### src/rtl/dsm_pkg.sv
`default_nettype none
// ============================================================================
// dsm_pkg : shared state encoding and helpers for the DSM capture sequencer
// Revision: 1.0
// ============================================================================
package dsm_pkg;

  localparam int MOD_BITS_DEFAULT = 4;

  typedef enum logic [2:0] {
    ST_IDLE  = 3'd0,
    ST_ARMED = 3'd1,
    ST_FILL  = 3'd2,
    ST_PLAY  = 3'd3,
    ST_DONE  = 3'd4
  } dsm_state_e;

  function automatic int clog2(input int value);
    int w;
    w = 0;
    for (int i = 0; i < 31; i++) begin
      if ((1 << i) < value) w = i + 1;
    end
    return w;
  endfunction

endpackage
`default_nettype wire

### src/rtl/dsm_out_fifo.sv
`default_nettype none
// ============================================================================
// dsm_out_fifo : 2-entry valid/ready register FIFO with synchronous flush
// Revision: 1.0
// ============================================================================
module dsm_out_fifo #(
  parameter int WIDTH = 4
) (
  input  logic             clk,
  input  logic             rst_n,
  input  logic             i_flush,
  input  logic             i_valid,
  input  logic [WIDTH-1:0] i_data,
  input  logic             i_ready,
  output logic             o_valid,
  output logic [WIDTH-1:0] o_data,
  output logic [1:0]       o_count
);

  logic [WIDTH-1:0] head_q, head_d;
  logic [WIDTH-1:0] tail_q, tail_d;
  logic [1:0]       count_q, count_d;
  logic             w_pop;

  always_comb begin
    w_pop   = (count_q != 2'd0) && i_ready;
    head_d  = head_q;
    tail_d  = tail_q;
    count_d = count_q;
    if (i_flush) begin
      head_d  = '0;
      tail_d  = '0;
      count_d = 2'd0;
    end else begin
      case (count_q)
        2'd0: begin
          if (i_valid) begin
            head_d  = i_data;
            count_d = 2'd1;
          end
        end
        2'd1: begin
          if (w_pop && i_valid) begin
            head_d = i_data;
          end else if (w_pop) begin
            count_d = 2'd0;
          end else if (i_valid) begin
            tail_d  = i_data;
            count_d = 2'd2;
          end
        end
        default: begin
          // Full: the tail slides into the head on every accept.
          if (w_pop) begin
            head_d = tail_q;
            if (i_valid) tail_d = i_data;
            else         count_d = 2'd1;
          end
        end
      endcase
    end
  end

  always_ff @(posedge clk or negedge rst_n) begin
    if (!rst_n) begin
      head_q  <= '0;
      tail_q  <= '0;
      count_q <= 2'd0;
    end else begin
      head_q  <= head_d;
      tail_q  <= tail_d;
      count_q <= count_d;
    end
  end

  assign o_valid = (count_q != 2'd0);
  assign o_data  = head_q;
  assign o_count = count_q;

endmodule
`default_nettype wire

### src/rtl/dsm_capture_ctrl.sv
`default_nettype none
// ============================================================================
// dsm_capture_ctrl : arms, captures and plays back DSM samples through a buffer
// Revision: 1.0
// ============================================================================
module dsm_capture_ctrl
  import dsm_pkg::*;
#(
  parameter int MOD_BITS = MOD_BITS_DEFAULT,
  parameter int SAMPLES  = 16,
  localparam int PTR_W   = clog2(SAMPLES)
) (
  input  logic                internal_clk,
  input  logic                internal_rst_n,
  input  logic                start,
  input  logic                abort,
  input  logic                trigger,
  input  logic                loop,
  input  logic [PTR_W:0]      length,
  input  logic                sample_valid,
  input  logic [MOD_BITS-1:0] sample_bits,
  output logic                buf_we,
  output logic [PTR_W-1:0]    buf_waddr,
  output logic [MOD_BITS-1:0] buf_wdata,
  output logic                buf_re,
  output logic [PTR_W-1:0]    buf_raddr,
  input  logic [MOD_BITS-1:0] buf_rdata,
  output logic                out_valid,
  output logic [MOD_BITS-1:0] out_data,
  input  logic                out_ready,
  output logic                busy,
  output logic                done,
  output logic [2:0]          state
);

  localparam int             LEN_W      = PTR_W + 1;
  localparam logic [LEN_W-1:0] C_FULL_LEN = LEN_W'(SAMPLES);

  dsm_state_e       state_q, state_d;
  logic [LEN_W-1:0] len_q, len_d;
  logic [LEN_W-1:0] wr_cnt_q, wr_cnt_d;
  logic [LEN_W-1:0] rd_ptr_q, rd_ptr_d;
  logic             rd_stop_q, rd_stop_d;
  logic             inflight_q, inflight_d;

  logic             w_write_window;
  logic             w_we;
  logic             w_issue;
  logic             w_pop;
  logic [2:0]       w_occ;
  logic             w_fifo_valid;
  logic [1:0]       w_fifo_count;

  always_comb begin
    state_d    = state_q;
    len_d      = len_q;
    wr_cnt_d   = wr_cnt_q;
    rd_ptr_d   = rd_ptr_q;
    rd_stop_d  = rd_stop_q;
    inflight_d = 1'b0;
    w_issue    = 1'b0;

    w_write_window = (state_q == ST_FILL) || ((state_q == ST_ARMED) && trigger);
    w_we           = !abort && sample_valid && w_write_window;
    w_pop          = w_fifo_valid && out_ready;
    // Slots already promised to the output FIFO after this cycle's accept.
    w_occ          = {1'b0, w_fifo_count} + {2'b00, inflight_q} - {2'b00, w_pop};

    if (abort) begin
      state_d   = ST_IDLE;
      wr_cnt_d  = '0;
      rd_ptr_d  = '0;
      rd_stop_d = 1'b0;
    end else begin
      case (state_q)
        ST_IDLE, ST_DONE: begin
          if (start) begin
            state_d   = ST_ARMED;
            len_d     = ((length == '0) || (length > C_FULL_LEN)) ? C_FULL_LEN : length;
            wr_cnt_d  = '0;
            rd_ptr_d  = '0;
            rd_stop_d = 1'b0;
          end
        end
        ST_ARMED, ST_FILL: begin
          if (state_q == ST_ARMED && trigger) state_d = ST_FILL;
          if (w_we) begin
            wr_cnt_d = wr_cnt_q + 1'b1;
            if (wr_cnt_q == len_q - 1'b1) begin
              state_d  = ST_PLAY;
              rd_ptr_d = '0;
            end
          end
        end
        ST_PLAY: begin
          if (!rd_stop_q && (w_occ < 3'd2)) begin
            w_issue    = 1'b1;
            inflight_d = 1'b1;
            if (rd_ptr_q == len_q - 1'b1) begin
              if (loop) rd_ptr_d  = '0;
              else      rd_stop_d = 1'b1;
            end else begin
              rd_ptr_d = rd_ptr_q + 1'b1;
            end
          end
          if (rd_stop_q && (w_fifo_count == 2'd0) && !inflight_q) state_d = ST_DONE;
        end
        default: state_d = ST_IDLE;
      endcase
    end
  end

  always_ff @(posedge internal_clk or negedge internal_rst_n) begin
    if (!internal_rst_n) begin
      state_q    <= ST_IDLE;
      len_q      <= '0;
      wr_cnt_q   <= '0;
      rd_ptr_q   <= '0;
      rd_stop_q  <= 1'b0;
      inflight_q <= 1'b0;
    end else begin
      state_q    <= state_d;
      len_q      <= len_d;
      wr_cnt_q   <= wr_cnt_d;
      rd_ptr_q   <= rd_ptr_d;
      rd_stop_q  <= rd_stop_d;
      inflight_q <= inflight_d;
    end
  end

  dsm_out_fifo #(
    .WIDTH (MOD_BITS)
  ) u_out_fifo (
    .clk     (internal_clk),
    .rst_n   (internal_rst_n),
    .i_flush (abort),
    .i_valid (inflight_q),
    .i_data  (buf_rdata),
    .i_ready (out_ready),
    .o_valid (w_fifo_valid),
    .o_data  (out_data),
    .o_count (w_fifo_count)
  );

  assign buf_we    = w_we;
  assign buf_waddr = wr_cnt_q[PTR_W-1:0];
  assign buf_wdata = sample_bits;
  assign buf_re    = w_issue;
  assign buf_raddr = rd_ptr_q[PTR_W-1:0];
  assign out_valid = w_fifo_valid;
  assign busy      = (state_q != ST_IDLE) && (state_q != ST_DONE);
  assign done      = (state_q == ST_DONE);
  assign state     = state_q;

endmodule
`default_nettype wire

### config.mk
export PLATFORM = sky130hd
export DESIGN_NAME = dsm_capture_ctrl
export DESIGN_NICKNAME = d
export VERILOG_FILES = /design/src/rtl/dsm_pkg.sv /design/src/rtl/dsm_out_fifo.sv /design/src/rtl/dsm_capture_ctrl.sv
export SDC_FILE = /design/constraint.sdc
export NUM_CORES = 1
export LEC_CHECK = 0
export ABC_AREA = 1
export ABC_CLOCK_PERIOD_IN_PS = 3000
export CAP_MARGIN = 40
export CORE_ASPECT_RATIO = 1.5
export CORE_UTILIZATION = 39
export DETAILED_ROUTE_END_ITERATION = 10
export PLACE_DENSITY = 0.75
export SLEW_MARGIN = 10
export SYNTH_ARGS = -nofsm -noshare
export SYNTH_HDL_FRONTEND = slang
export SYNTH_SLANG_ARGS = --single-unit
export TNS_END_PERCENT = 50
### constraint.sdc
create_clock -name internal_clk -period 3 [get_ports internal_clk]
set_input_delay 0.6 -clock internal_clk [delete_from_list [all_inputs] [get_ports internal_clk]]
set_output_delay 0.6 -clock internal_clk [all_outputs]
set_load 0.03 [all_outputs]
# == Word level (Yosys, flattened, before mapping) ==
# Index checks and enable logic that the tools add are counted.
# word_totals
ram_bits,0
in_bits,21
latch_bits,0
ff_bits,30
elab_cells,121
mem_count,0
romBits,0
out_inout_bits,24
# classes
n_mul,0
order_cmp,2
n_bitwise,1
reduce_logical,34
n_shift,0
add_sub_neg,5
n_mux,47
eq_ne,23
n_div,0
# op_table
operator,count
$mux 5,10
$mux 4,9
$ne 3x3->1 const B,11
$mux 3,6
$pmux 4 s2,2
$pmux 5 s3,1
$mux 2,7
$reduce_bool 3->1,4
$add 5x1->5 const B,2
$eq 5x5->1,2
$pmux 5 s2,1
$reduce_and 5->1,2
$logic_and 1x1->1,9
$pmux 3 s3,1
$reduce_and 3->1,3
$mux 1,8
$reduce_bool 4->1,2
$eq 3x2->1 const B,2
$reduce_and 6->1,1
$gt 5x5->1 const B,1
$logic_not 5->1,1
$sub 5x1->5 const B,1
$ne 4x2->1 const B,1
$ne 4x3->1 const B,1
other kinds (20),24

# == Longest topological paths before layout ==
# logic_depth
word_depth,8
depth_mapped,14
mapped_depth_nobuf,14

# == Cells and area by module ==
# Synthesis repeated with hierarchy kept, for this count alone.
# hier_totals
cells_unflattened,296
area_unflattened_um2,2204.6
# by_module_without_submodules
mod,cells_per_inst,n_inst,area_per_inst_um2,seq_area_each_um2
dsm_capture_ctrl,220,1,1617.8,500.5
dsm_out_fifo,76,1,586.8,250.2

# == Least setup slack after synthesis ==
# OpenSTA, ideal clock, no wires.
# synth_timing
path_kind,input-to-output
start,in out_ready
end,out buf_re
required_time_ps,2400
setup_slack_ps,376
path_stages,7
n_path_buf,0
t_arrival_ps,2024
path_cell_list,nand2_1 > nor2_1 > o21ai_0 > fa_1 > xnor2_1 > nand3_1 > nor2_1
# synth_via
elab_chain_len,7
# synth_lines
item,line_no,rtl
"start, declared",dsm_capture_ctrl.sv:30,"input logic out_ready,"
$logic_and 1x1->1,dsm_capture_ctrl.sv:65,w_pop = w_fifo_valid && out_ready;
$sub 3x1->3,dsm_capture_ctrl.sv:67,"w_occ = {1'b0, w_fifo_count} + {2'b00, inflight_q} - {2'b00, w_pop};"
$lt 3x2->1,dsm_capture_ctrl.sv:96,if (!rd_stop_q && (w_occ < 3'd2)) begin
$logic_and 1x1->1,dsm_capture_ctrl.sv:96,
$mux 1,dsm_capture_ctrl.sv:96,
$mux 1,dsm_capture_ctrl.sv:75,case (state_q)
$mux 1,dsm_capture_ctrl.sv:69,if (abort) begin
"end, declared",dsm_capture_ctrl.sv:25,"output logic buf_re,"
# No other way between the ends.

# == Worst setup path in the final report ==
# layout_timing
start,"reg u_out_fifo.count_q[1], in the netlist u_out_fifo.o_count[1]"
end,out buf_re
# layout_via
elab_chain_len,8
elab_cells_between_ends,9
classes_between,2 x add/sub; 1 x order compare; 3 x mux; 3 x reduce/logical
# layout_lines
item,line_no,rtl
"start, declared",dsm_out_fifo.sv:22,"logic [1:0] count_q, count_d;"
"start signal, assigned",dsm_out_fifo.sv:72,count_q <= count_d;
branches (longest 2 deep; another with $add 2x1->3),n/a,
$sub 3x1->3 *,dsm_capture_ctrl.sv:67,
$lt 3x2->1 *,dsm_capture_ctrl.sv:96,
$logic_and 1x1->1 *,dsm_capture_ctrl.sv:96,
$mux 1 *,dsm_capture_ctrl.sv:96,
$mux 1 *,dsm_capture_ctrl.sv:75,
$mux 1 *,dsm_capture_ctrl.sv:69,
# Every way passes the cells marked *.

==> results.md <==
- Cell area after layout: 2590 µm²
- Leakage: 1.23 nW
- Yosys warns: 0
- Critical Path Sink Type: primary output
- Crit path time final: 2.81 ns
- Root Driver: clkbuf_8
- Max Cap Viol: 0
- GRT Util Overall: 0.192
- Vias/cell: 4.90
- Startpoint Class: flip-flop
- # IOs: 45
- Num CTS Buffers: 5
- Fillers: 505
- Core Region: 5160 µm²
- WL/cell: 11.8 µm
- Post-Layout Cell Count: 391
- Hold WC Path Type: flip-flop to flip-flop
- CTS Sinks: 30
- # DRC: 0
- Antenna viol nets, final: 0
- Layout Area Growth over Synthesis: 24.3%
- Adder-Cell Fraction of Synth Area: 0.0336
- Sequential power share: 0.288
- Synthesized area: 2090 µm²
- Pwr Density: 830 nW/µm²
- DIE AREA: 5660 µm²
- Endpoints failing setup: 0
- Worst Tran Pin Value: 0.552 ns
- Sequential share of the synthesized area: 0.359
- Gate Count Post-Synth: 285
- Largest family of logic cells by synthesized area: simple AND/OR/NAND/NOR gates
- CTS clk-pin slew, worst paths: 0.06 ns
- Relative slew slack: 0.630
- DRT Wirelength: 4630 µm
- Fmax: 356 MHz
- Fin worst setup slack: 0.191 ns
- DPL Wire Length: 3590 µm
- Final Hold Viols: 0
- Post-synth cell types: 39
- Nets@finish: 348
- Switch Pwr: 0.00101 W
- Synth Area in Compound Gates: 0.107
- Layout Skew: 0.00389 ns
- CTS HTree Levels: 2
- Gpl congestion: 0.832
- Number of diodes: 0
- CTS Buffer Depth: 2
- Die X: 61.7 µm
- TritonCTS clock tree: done
- Mean Syn Cell Area: 7.33 µm²
- Multiplexer share of the synthesized area: 0.0156
- VDD IR-drop max: 408 µV
- Post-synthesis xor/xnor area fraction: 0.0252
- Detailed Route Iter0 Violations: 57
- Rows: 32
- Largest net degree at the start of global routing: 31
- Initial antenna violation count: 0
- Switch share: 0.469
- Initial Utilization: 0.404
- Dpl ws: -0.0171 ns
- Worst Path Required: 2.40 ns
- Cell area after placement: 2480 µm²
- Global-route wire length before repair: 8140 µm
- RSZ-0062 raised after global routing: false
- Internal: 0.00115 W
- Fin. max-slew vios: 0
- Vias in the first global route: 1940
- Commonest non-fill, non-tap cell in the layout: nand2_1
- Crit path max fanout: 9
- Clk Latency, worst-skew pair: 0.29 ns
- Critical Path AT: 2.21 ns
- Final period utilization: 0.936
- Share of layout cells above drive strength 1: 0.124
- Via count: 1916
- Critical path class: flip-flop to primary output
- Run status: finished clean
- Leading cell types in the layout, fill and taps excluded: nand2_1, inv_1, clkdlybuf4s50_1
- Clock Power Share: 0.158
- Yosys reg bits: 30
- Cells after DPL: 383
- PortBufs: 36
- Comb pwr share: 0.555
- Post-CTS setup buffer count: 0
- Grt ovf: 0
- DIE HEIGHT: 91.6 µm
- DR pass1 iterations: 4
- Synth Area in Simple Gates: 0.328
- Syn_nets: 311
## per-stage QoR
stage / setup TNS (ns) / util / hold slack [ns] / total power (W)
after floorplan: 0 / - / 0.304 / 0.00146
after global placement: 0 / 0.481 / 0.493 / 0.00178
after detailed placement: -0.0171 / 0.481 / 0.501 / 0.00180
after CTS: 0 / 0.499 / 0.515 / 0.00215
after global routing: 0 / 0.502 / 0.539 / 0.00236
final: 0 / 0.502 / 0.510 / 0.00215
## power groups by stage
| stage | registers [W] | logic (W) | clock network, W |
|---|---|---|---|
| finish | 0.000620 | 0.00119 | 0.000340 |
| CTS | 0.000618 | 0.00119 | 0.000345 |
| global placement | 0.000622 | 0.00115 | 0 |
| floorplan | 0.000660 | 0.000798 | 0 |
| global route | 0.000638 | 0.00135 | 0.000370 |
| detailed placement | 0.000622 | 0.00118 | 0 |
## kinds of logic after synthesis
group / count (synthesis)
muxes: 3
xor gates and xnor gates: 6
AOI/OAI and AO/OA: 34
adders and majority gates: 5
and+or+nand+nor: 149
buffers and inverters: 58
DFF: 30
## routing by layer
| layer | vias up | track usage | part of all wire |
|---|---|---|---|
| met1 | 872 | 0.203 | 0.39 |
| met4 | 0 | 0.0741 | 0.019 |
| met2 | 49 | 0.339 | 0.53 |
| li1 | 987 | - | - |
| met3 | 8 | 0.0564 | 0.060 |
| met5 | - | 0 | 0 |
## path summary, 6_finish.rpt
path | from | to | slack, ns | cells after the start
worst max-delay path | u_out_fifo.o_count[1]$_DFFE_PN0P_ | buf_re | 0.19 | 8
worst min register to register | u_out_fifo.tail_q[3]$_DFFE_PN0P_ | u_out_fifo.tail_q[3]$_DFFE_PN0P_ | 0.51 | 1
min in group asynchronous | internal_rst_n | wr_cnt_q[3]$_DFFE_PN0P_ | 0.70 | 2
max in group asynchronous | internal_rst_n | state[2]$_DFFE_PN0P_ | 2.01 | 2
worst max register to register | u_out_fifo.o_count[1]$_DFFE_PN0P_ | rd_ptr_q[2]$_DFFE_PN0P_ | 0.51 | 13
worst min-delay path | u_out_fifo.tail_q[3]$_DFFE_PN0P_ | u_out_fifo.tail_q[3]$_DFFE_PN0P_ | 0.51 | 1
## final cells by class
cell class                 count  area, µm²  share of cell area
sequential                    30        751               0.289
timing repair buffer          44        422               0.162
clock buffer                   7       86.3              0.0333
inverter                      44        168              0.0646
clock inverter                 1       5.00             0.00193
tap                           68       85.1              0.0328
multi-input combinational    197       1080               0.416
## flip-flops by register name (all words and copies together) (netlist names)
name                flops
state                   3
u_out_fifo.o_count      2
rd_stop_q               1
u_out_fifo.o_data       4
len_q                   5
wr_cnt_q                5
inflight_q              1
rd_ptr_q                5
u_out_fifo.tail_q       4
## cells in the mapped netlist
library cell | n | area (µm²)
nor3b_2 | 1 | 12.5
nor2_2 | 2 | 12.5
o21ai_1 | 4 | 20.0
inv_4 | 1 | 6.26
nand3b_1 | 3 | 22.5
buf_6 | 1 | 11.3
buf_2 | 1 | 5.00
inv_1 | 39 | 146
nand2_1 | 66 | 248
nor3b_1 | 1 | 7.51
a21boi_2 | 1 | 11.3
nand2_2 | 1 | 6.26
o221ai_1 | 2 | 17.5
inv_2 | 4 | 15.0
ha_1 | 4 | 50.1
nand3_4 | 1 | 17.5
nor3_1 | 3 | 15.0
xnor2_1 | 2 | 17.5
nor2_4 | 1 | 11.3
a21oi_4 | 1 | 16.3
dfrtp_1 | 30 | 751
nor3_2 | 1 | 10.0
or4_1 | 1 | 7.51
o2111ai_1 | 2 | 17.5
a31oi_1 | 1 | 6.26
mux2i_1 | 1 | 10.0
fa_1 | 1 | 20.0
and2_1 | 1 | 6.26
buf_4 | 12 | 90.1
a211oi_1 | 1 | 7.51
a31oi_4 | 1 | 21.3
nor2_1 | 33 | 124
xor2_1 | 4 | 35.0
mux2_2 | 2 | 22.5
o21ai_0 | 14 | 70.1
nand3_1 | 28 | 140
a21oi_1 | 7 | 35.0
nand3_2 | 2 | 20.0
nand4_1 | 4 | 25.0
## critical path: stages (launching register included)
cell	delay, ns
dfrtp_1	0.58
nand2_1	0.14
nor2_2	0.14
o21ai_1	0.09
fa_2	0.39
xnor2_2	0.15
nand3_1	0.12
nor2_2	0.16
buf_6	0.15
## timing repair
action	CTS	global route
gates resized for setup	1	6
pin swaps	0	5
cloned	0	0
setup endpoints to repair	1	1
hold buffers	0	0
Power figures use the tool's default switching activity.
